==> config.mk <==
export PLATFORM = sky130hd
export DESIGN_NAME = ssd_driver_flat
export DESIGN_NICKNAME = d
export VERILOG_FILES = /design/src/rtl/ssd_pkg.sv /design/src/rtl/ssd_if.sv /design/src/rtl/bcd_to_7seg.sv /design/src/rtl/ssd_driver.sv /design/src/flat_wrapper.sv
export SDC_FILE = /design/constraint.sdc
export NUM_CORES = 1
export LEC_CHECK = 0
export BUFFER_PORTS_ARGS = -buffer_cell sky130_fd_sc_hd__buf_2
export CORE_MARGIN = 3
export CORE_UTILIZATION = 65
export DETAILED_ROUTE_END_ITERATION = 8
export GPL_ROUTABILITY_DRIVEN = 0
export MAX_ROUTING_LAYER = met4
export PLACE_DENSITY = 0.94
export SYNTH_ARGS = -nofsm -noshare
export SYNTH_HDL_FRONTEND = slang
export SYNTH_SLANG_ARGS = --single-unit
==> constraint.sdc <==
create_clock -name clk -period 4.7 [get_ports clk]
set_input_delay 0.705 -clock clk [delete_from_list [all_inputs] [get_ports clk]]
set_output_delay 0.705 -clock clk [all_outputs]
set_load 0.005 [all_outputs]
==> src/rtl/ssd_pkg.sv <==
// Shared widths, FSM state type and active-low segment codes for the
// seven-segment debug display driver.
package ssd_pkg;
    localparam int VALUE_W    = 13;
    localparam int NUM_DIGITS = 4;
    localparam int BCD_W      = 4 * NUM_DIGITS;

    typedef enum logic [1:0] {
        IDLE,
        CONV,
        COMMIT
    } state_t;

    // Segment order is {g,f,e,d,c,b,a}, active low
    localparam logic [6:0] SEG_BLANK = 7'b1111111;
    localparam logic [6:0] SEG_0     = 7'b1000000;
    localparam logic [6:0] SEG_1     = 7'b1111001;
    localparam logic [6:0] SEG_2     = 7'b0100100;
    localparam logic [6:0] SEG_3     = 7'b0110000;
    localparam logic [6:0] SEG_4     = 7'b0011001;
    localparam logic [6:0] SEG_5     = 7'b0010010;
    localparam logic [6:0] SEG_6     = 7'b0000010;
    localparam logic [6:0] SEG_7     = 7'b1111000;
    localparam logic [6:0] SEG_8     = 7'b0000000;
    localparam logic [6:0] SEG_9     = 7'b0010000;
endpackage

==> src/rtl/ssd_if.sv <==
// SSD debug bus: the CPU drives the value, the display driver owns the pins.
interface ssd_if;
    import ssd_pkg::*;

    logic [VALUE_W-1:0]    value;
    logic                  busy;
    logic [NUM_DIGITS-1:0] anode;
    logic [6:0]            seg;
    logic                  dp;

    modport master (output value, input busy, input anode, input seg, input dp);
    modport slave  (input value, output busy, output anode, output seg, output dp);
endinterface

==> src/rtl/bcd_to_7seg.sv <==
// Combinational BCD digit to active-low seven-segment decoder with blanking.
module bcd_to_7seg
    import ssd_pkg::*;
(
    input  logic [3:0] digit_i,
    input  logic       blank_i,
    output logic [6:0] seg_o
);

    always_comb begin
        seg_o = SEG_BLANK;
        if (!blank_i) begin
            case (digit_i)
                4'd0:    seg_o = SEG_0;
                4'd1:    seg_o = SEG_1;
                4'd2:    seg_o = SEG_2;
                4'd3:    seg_o = SEG_3;
                4'd4:    seg_o = SEG_4;
                4'd5:    seg_o = SEG_5;
                4'd6:    seg_o = SEG_6;
                4'd7:    seg_o = SEG_7;
                4'd8:    seg_o = SEG_8;
                4'd9:    seg_o = SEG_9;
                default: seg_o = SEG_BLANK;
            endcase
        end
    end

endmodule

==> src/rtl/ssd_driver.sv <==
// Shows the 13-bit CPU debug value in decimal on a 4-digit common-anode
// display: serial double-dabble conversion plus a prescaled digit scan.
module ssd_driver
    import ssd_pkg::*;
#(
    parameter int REFRESH_DIV = 100000,
    parameter bit BLANK_LZ    = 1'b1
) (
    input logic  clk,
    input logic  rst,
    ssd_if.slave ssd
);

    localparam int              SHIFT_W  = BCD_W + VALUE_W;
    localparam logic [3:0]      CNT_LAST = 4'(VALUE_W - 1);
    localparam int              PRE_W    = $clog2(REFRESH_DIV);
    localparam logic [PRE_W-1:0] PRE_LAST = PRE_W'(REFRESH_DIV - 1);

    state_t               state_q;
    logic [VALUE_W-1:0]   last_q;
    logic [SHIFT_W-1:0]   shift_q;
    logic [SHIFT_W-1:0]   shift_d;
    logic [3:0]           cnt_q;
    logic [BCD_W-1:0]     digits_q;
    logic                 busy_q;

    logic [PRE_W-1:0]     prescale_q;
    logic [1:0]           sel_q;
    logic [3:0]           anode_q;
    logic [6:0]           seg_q;
    logic [6:0]           seg_d;
    logic [3:0]           cur_digit;
    logic [3:0]           blank_vec;
    logic                 z3, z2, z1;

    // One double-dabble step: correct every BCD nibble >= 5, then shift
    always_comb begin
        shift_d = shift_q;
        for (int i = 0; i < NUM_DIGITS; i++) begin
            if (shift_q[VALUE_W + 4*i +: 4] >= 4'd5) begin
                shift_d[VALUE_W + 4*i +: 4] = shift_q[VALUE_W + 4*i +: 4] + 4'd3;
            end
        end
        shift_d = {shift_d[SHIFT_W-2:0], 1'b0};
    end

    always_ff @(posedge clk or posedge rst) begin
        if (rst) begin
            state_q  <= IDLE;
            last_q   <= '0;
            shift_q  <= '0;
            cnt_q    <= '0;
            digits_q <= '0;
            busy_q   <= 1'b0;
        end else begin
            case (state_q)
                IDLE: begin
                    if (ssd.value != last_q) begin
                        last_q  <= ssd.value;
                        shift_q <= {{BCD_W{1'b0}}, ssd.value};
                        cnt_q   <= '0;
                        busy_q  <= 1'b1;
                        state_q <= CONV;
                    end
                end
                CONV: begin
                    shift_q <= shift_d;
                    cnt_q   <= cnt_q + 4'd1;
                    if (cnt_q == CNT_LAST) begin
                        state_q <= COMMIT;
                    end
                end
                COMMIT: begin
                    digits_q <= shift_q[SHIFT_W-1 -: BCD_W];
                    busy_q   <= 1'b0;
                    state_q  <= IDLE;
                end
                default: begin
                    busy_q  <= 1'b0;
                    state_q <= IDLE;
                end
            endcase
        end
    end

    assign z3 = (digits_q[15:12] == 4'd0);
    assign z2 = (digits_q[11:8]  == 4'd0);
    assign z1 = (digits_q[7:4]   == 4'd0);
    // Units is never blanked so a zero value still shows "0"
    assign blank_vec = BLANK_LZ ? {z3, z3 & z2, z3 & z2 & z1, 1'b0} : 4'b0000;
    assign cur_digit = digits_q[{sel_q, 2'b00} +: 4];

    bcd_to_7seg u_dec (
        .digit_i (cur_digit),
        .blank_i (blank_vec[sel_q]),
        .seg_o   (seg_d)
    );

    always_ff @(posedge clk or posedge rst) begin
        if (rst) begin
            prescale_q <= '0;
            sel_q      <= 2'd0;
            anode_q    <= 4'b1110;
            seg_q      <= SEG_0;
        end else begin
            if (prescale_q == PRE_LAST) begin
                prescale_q <= '0;
                sel_q      <= sel_q + 2'd1;
            end else begin
                prescale_q <= prescale_q + 1'b1;
            end
            anode_q <= ~(4'b0001 << sel_q);
            seg_q   <= seg_d;
        end
    end

    assign ssd.busy  = busy_q;
    assign ssd.anode = anode_q;
    assign ssd.seg   = seg_q;
    assign ssd.dp    = 1'b1;

endmodule

==> src/flat_wrapper.sv <==
// flat-port wrapper written by rule: the top's interface ports become plain ports
module ssd_driver_flat import ssd_pkg::*;
#(
    parameter int REFRESH_DIV = 100000,
    parameter bit BLANK_LZ    = 1'b1
)
  (clk, rst, ssd_value, ssd_busy, ssd_anode, ssd_seg, ssd_dp);
  ssd_if ssd_i ();
  input logic clk;
  input logic rst;
  input wire logic [$bits(ssd_i.value)-1:0] ssd_value;
  output wire logic [$bits(ssd_i.busy)-1:0] ssd_busy;
  output wire logic [$bits(ssd_i.anode)-1:0] ssd_anode;
  output wire logic [$bits(ssd_i.seg)-1:0] ssd_seg;
  output wire logic [$bits(ssd_i.dp)-1:0] ssd_dp;
  assign ssd_i.value = ssd_value;
  assign ssd_busy = ssd_i.busy;
  assign ssd_anode = ssd_i.anode;
  assign ssd_seg = ssd_i.seg;
  assign ssd_dp = ssd_i.dp;
  ssd_driver #(.REFRESH_DIV(REFRESH_DIV), .BLANK_LZ(BLANK_LZ)) u_core (.clk(clk), .rst(rst), .ssd(ssd_i));
endmodule
### Word-level counts from Yosys, hierarchy flattened

Memories as Yosys holds them, arrays and structs flattened.
Index checks and enable logic that the tools add are counted.

* register bits: 95
* latch bits: 0
* memory bits (writable): 0
* bits in read-only memories: 112
* input port bits: 15
* output and inout port bits: 13
* word-level logic and storage cells: 62
* memories kept: 1

* $add $sub $neg: 7
* $mul: 0
* divide/modulo/power cells: 0
* order comparisons: 5
* equal/unequal tests: 7
* shift operators: 2
* mux-type cells: 17
* bitwise gates (word level): 4
* reduce and logical (&&, ||, !) cells: 9

Memories
* (no name shown): depth 16, bits a word 7, rd ports 1, clocked after memory_dff 0, wr ports 0, line bcd_to_7seg.sv:13 `case (digit_i)`

Operators by type and width (number)
* $pmux W29 S2: 1
* $mux W29: 1
* $add A17 B1 Y17 const B: 1
* $eq A17 B17 Y1 const B: 1
* $mux W17: 1
* $ge A4 B3 Y1 const B: 4
* $mux W4: 4
* $shiftx A16 B5 Y4: 1
* $ne A13 B13 Y1: 1
* $add A4 B2 Y4 const B: 3
* $logic_not A4 Y1: 3
* $pmux W4 S2: 1
* $reduce_and A2 Y1: 4
* $mux W7: 1
* $add A4 B1 Y4 const B: 1
* $eq A4 B4 Y1 const B: 1
* $mux W2: 2
* $ne A2 B1 Y1 const B: 2
* $not A4 Y4: 1
* $pmux W2 S2: 1
* $shl A1 B2 Y4 const A: 1
* $add A3 B2 Y3 const B: 1
* $lt A2 B3 Y1 const B: 1
* $mux W3: 1
* 10 further kinds: 12

### Longest topological paths before layout

* word-level depth: 6
* depth in mapped cells: 8
* gate-level depth less buffers: 7

### Modules after synthesis

Synthesis repeated with hierarchy kept, for this count alone.

* cell total of the unflattened synthesis: 433
* area, all modules: 4752.1 um2

Modules (own cells, without submodules)
* ssd_driver: instances 1, cells an instance 398, area an instance 4499.3 um2, sequential area each 2382.3 um2
* bcd_to_7seg: instances 1, cells an instance 35, area an instance 252.7 um2, sequential area each 0.0 um2

### Least setup slack after synthesis

No wires, ideal clock.

* kind: input -> register
* start point: input port ssd_value[3]
* end point: register u_core.last_q[0]
* library setup time: 0.125 ns
* data arrival time: 2.027 ns
* data required time: 4.575 ns
* slack: 2.548 ns
* stages: 5
* path buffers: 1
* cells stage by stage: xnor2_1 > nand4_2 > o41ai_4 > buf_4 > mux2_2

* word-level cells in the longest chain between the ends: 2

RTL lines
* start, declared: line flat_wrapper.sv:11 `input wire logic [$bits(ssd_i.value)-1:0] ssd_value;`
* $ne A13 B13 Y1: line ssd_driver.sv:58 `if (ssd.value != last_q) begin`
* $reduce_and A2 Y1 (no line)
* end signal, assigned: line ssd_driver.sv:59 `last_q <= ssd.value;`
* end, declared: line ssd_driver.sv:20 `logic [VALUE_W-1:0] last_q;`

No other way between the ends.
A chain may end at the register's enable or synchronous reset.

### Final worst setup path

* start point: input port ssd_value[6]
* end point: register u_core.last_q[1]

The elaborated chain is that of the path after synthesis.

==> metrics.cfg <==
[outcome]
status = completed

[finish]
ff_latch_area_um2 = 2382
final_nets = 459
final_cells = 525
n_antenna_cell = 0
n_fill_cell = 446
utilization_pct = 73.42
multi_input_area_um2 = 2081
drive_gt1_share_pct = 19.81
layout_commonest_cell = dfrtp_1
area_growth_pct = 8.740
final_cell_mix = dfrtp_1 (91), nand2_1 (29), buf_2 (26)

[synth]
synth_edf_count = 0
ys_seq_area_share_pct = 51.36
synth_flop_cell = dfrtp_1
syn_inst = 400
netlist_area_um2 = 4638
syn_nets = 435
synth_cell_type_count = 49
async_reset_ff_share_pct = 100.0
yosys_register_bits = 95
yosysWarningCount = 0
syn_area_per_cell_um2 = 11.60

[timing]
finalClockSkew_ns = 0.008675
fin_ws_ns = 2.328
setup_violations = 0
fin_crit_sh_pct = 50.47
period_needed_ns = 2.372
relSlewSlack_pct = 25.36
rsz0062_at_grt = false
slew_viol_final = 0
max_slew.worst_pin.slew_ns = 1.115
fin_setup_tns_ns = 0
fmax_mhz = 421.5
hold_viol = 0

[route]
viasPerCell = 5.918
wl_per_cell_um = 16.19
drcViolationCount = 0
wirelength_mm = 8.500
final_antenna_net_count = 0
dr.first_iter.drc_count = 188
num_vias = 3107
dr.pass1.iters = 4

[placed_design]
dpl_worst_slack_ns = 1.950
dpl.hpwl_mm = 6.057
portBuffers = 26
placed_cells = 509

[clock_tree]
hold_buffers = 0
clock_sinks = 95
postCtsSetupRepairBufs = 0
cts.htree.levels = 3
cts.repair.resized = 0
cts.path.max_buffers = 2
cts_tree = built
clkTransAtPathRegs_ns = 0.08
cts_root_buf = clkbuf_8
worstSkewPairLatency_ns = 0.36
numCtsBuffers = 9

[floorplanning]
io_pins = 28
die-area_um2 = 8186
die_w_um = 90.48
core-area_um2 = 6869
start_util_pct = 67.52
fp-row-count = 30
die-height_um = 90.48

[flow_run]
max-cap-violations = 0

[hold_path]
hold_class = flop to flop

[global_routing]
grtUsageTotal_pct = 22.99
grt-ovfl-total = 0
antenna_found_initial = 0
grt_pass1_vias = 3142
grt_first_pass_wirelength_mm = 14.72
grt_max_degree = 63

[worst_setup_path]
crit_type = primary input to flop
critPathCaptureType = flop
cp_max_fo = 13
start_kind = primary input
critPathRequiredTime_ns = 4.94
worstPathArrival_ns = 2.61

[power_and_ir_drop]
power.density_nw_per_um2 = 598.6
leakagePower_nw = 2.390
ir_drop_uv = 445.7

-- Yosys cell counts, types with 2 or more instances --
cell type | n | share of area [%]
mux2_2 | 24 | 5.8
xnor2_1 | 24 | 4.5
dfrtp_1 | 91 | 49
clkbuf_1 | 8 | 0.65
nor4_1 | 4 | 0.54
dfstp_2 | 4 | 2.3
nor2_1 | 17 | 1.4
o2bb2ai_1 | 2 | 0.38
a221o_1 | 9 | 1.9
ha_1 | 20 | 5.4
a221o_2 | 3 | 0.73
o41ai_4 | 2 | 1.2
and3_1 | 13 | 1.8
or4_1 | 2 | 0.32
nand2b_1 | 8 | 1.1
nand3_1 | 7 | 0.76
nand4_1 | 3 | 0.40
nor2b_1 | 2 | 0.27
nor3_1 | 2 | 0.22
mux4_2 | 4 | 1.9
buf_4 | 2 | 0.32
a22o_1 | 17 | 3.2
buf_2 | 5 | 0.54
nand2_1 | 29 | 2.3
o21bai_1 | 3 | 0.49
inv_1 | 25 | 2.0
and4_1 | 4 | 0.76
o21ai_0 | 22 | 2.4
xor2_1 | 8 | 1.5
a21oi_1 | 11 | 1.2
mux2i_1 | 6 | 1.3
or3_1 | 2 | 0.27
-- critical path, cell delays in order --
cell and delay [ns]:
buf_2 0.13, xnor2_1 0.25, nand4_2 0.22, o41ai_4 0.87, mux2_2 0.43
-- registers in the layout, summed over array words and instances, names as in the netlist, 2 cells and up --
signal,flops
u_core.cnt_q,4
u_core.last_q,13
u_core.shift_q,29
u_core.ssd.anode,4
u_core.state_q,2
u_core.sel_q,2
u_core.digits_q,16
u_core.prescale_q,17
u_core.ssd.seg,7
-- final timing paths --
kind / to / cells after the start / slack [ns] / from
worst min register to register: u_core.digits_q[0]$_DFFE_PP0N_ / 2 / 0.49 / u_core.digits_q[0]$_DFFE_PP0N_
max in group asynchronous: u_core.shift_q[28]$_DFFE_PP0P_ / 3 / 3.18 / rst
worst min-delay path: u_core.digits_q[0]$_DFFE_PP0N_ / 2 / 0.49 / u_core.digits_q[0]$_DFFE_PP0N_
worst max-delay path: u_core.last_q[1]$_DFFE_PP0P_ / 5 / 2.33 / ssd_value[6]
worst max register to register: u_core.last_q[1]$_DFFE_PP0P_ / 4 / 2.41 / u_core.last_q[3]$_DFFE_PP0P_
min in group asynchronous: u_core.shift_q[0]$_DFFE_PP0P_ / 2 / 0.55 / rst
-- cell families after synthesis --
family,synth area share [%]
and+or+nand+nor,11.33
DFF,51.36
AOI/OAI and AO/OA,12.95
buffers and inverters,3.776
muxes,9.064
xor gates and xnor gates,6.043
adders and majority gates,5.395
other,0.08085
-- routing by layer --
metal	part of all wire (%)	GRT usage, %	wire length (µm)	vias to the layer above
met5	0	-	0	-
met4	1.7	10.71	148	0
met3	3.8	3.000	322	14
met2	52	36.81	4399	86
met1	43	29.36	3629	1548
li1	-	-	-	1459
-- report_power, final --
group          internal, W  total (W)  leakage [nW]  switching (W)
registers          0.00110    0.00133          1.20       0.000236
clock network     0.000301   0.000577         0.104       0.000276
logic             0.000568    0.00111          1.09       0.000541
-- through the flow --
stage	total power (W)	instance area (µm²)	hold WS, ns
final	0.003019	5044	0.4933
after global placement	0.002351	4831	0.4617
after global routing	0.003227	5044	0.5141
after detailed placement	0.002450	4831	0.4791
after floorplan	0.002172	4638	0.4453
after CTS	0.003030	5044	0.4981
-- cell type report --
type / instances / share of cell area, %
clock inverter: 5 / 1.613
multi-input combinational: 264 / 41.26
sequential: 95 / 47.23
inverter: 25 / 1.885
timing repair buffer: 29 / 3.027
tap: 96 / 2.382
clock buffer: 11 / 2.605
No activity file was read; power rests on OpenSTA's default activity.
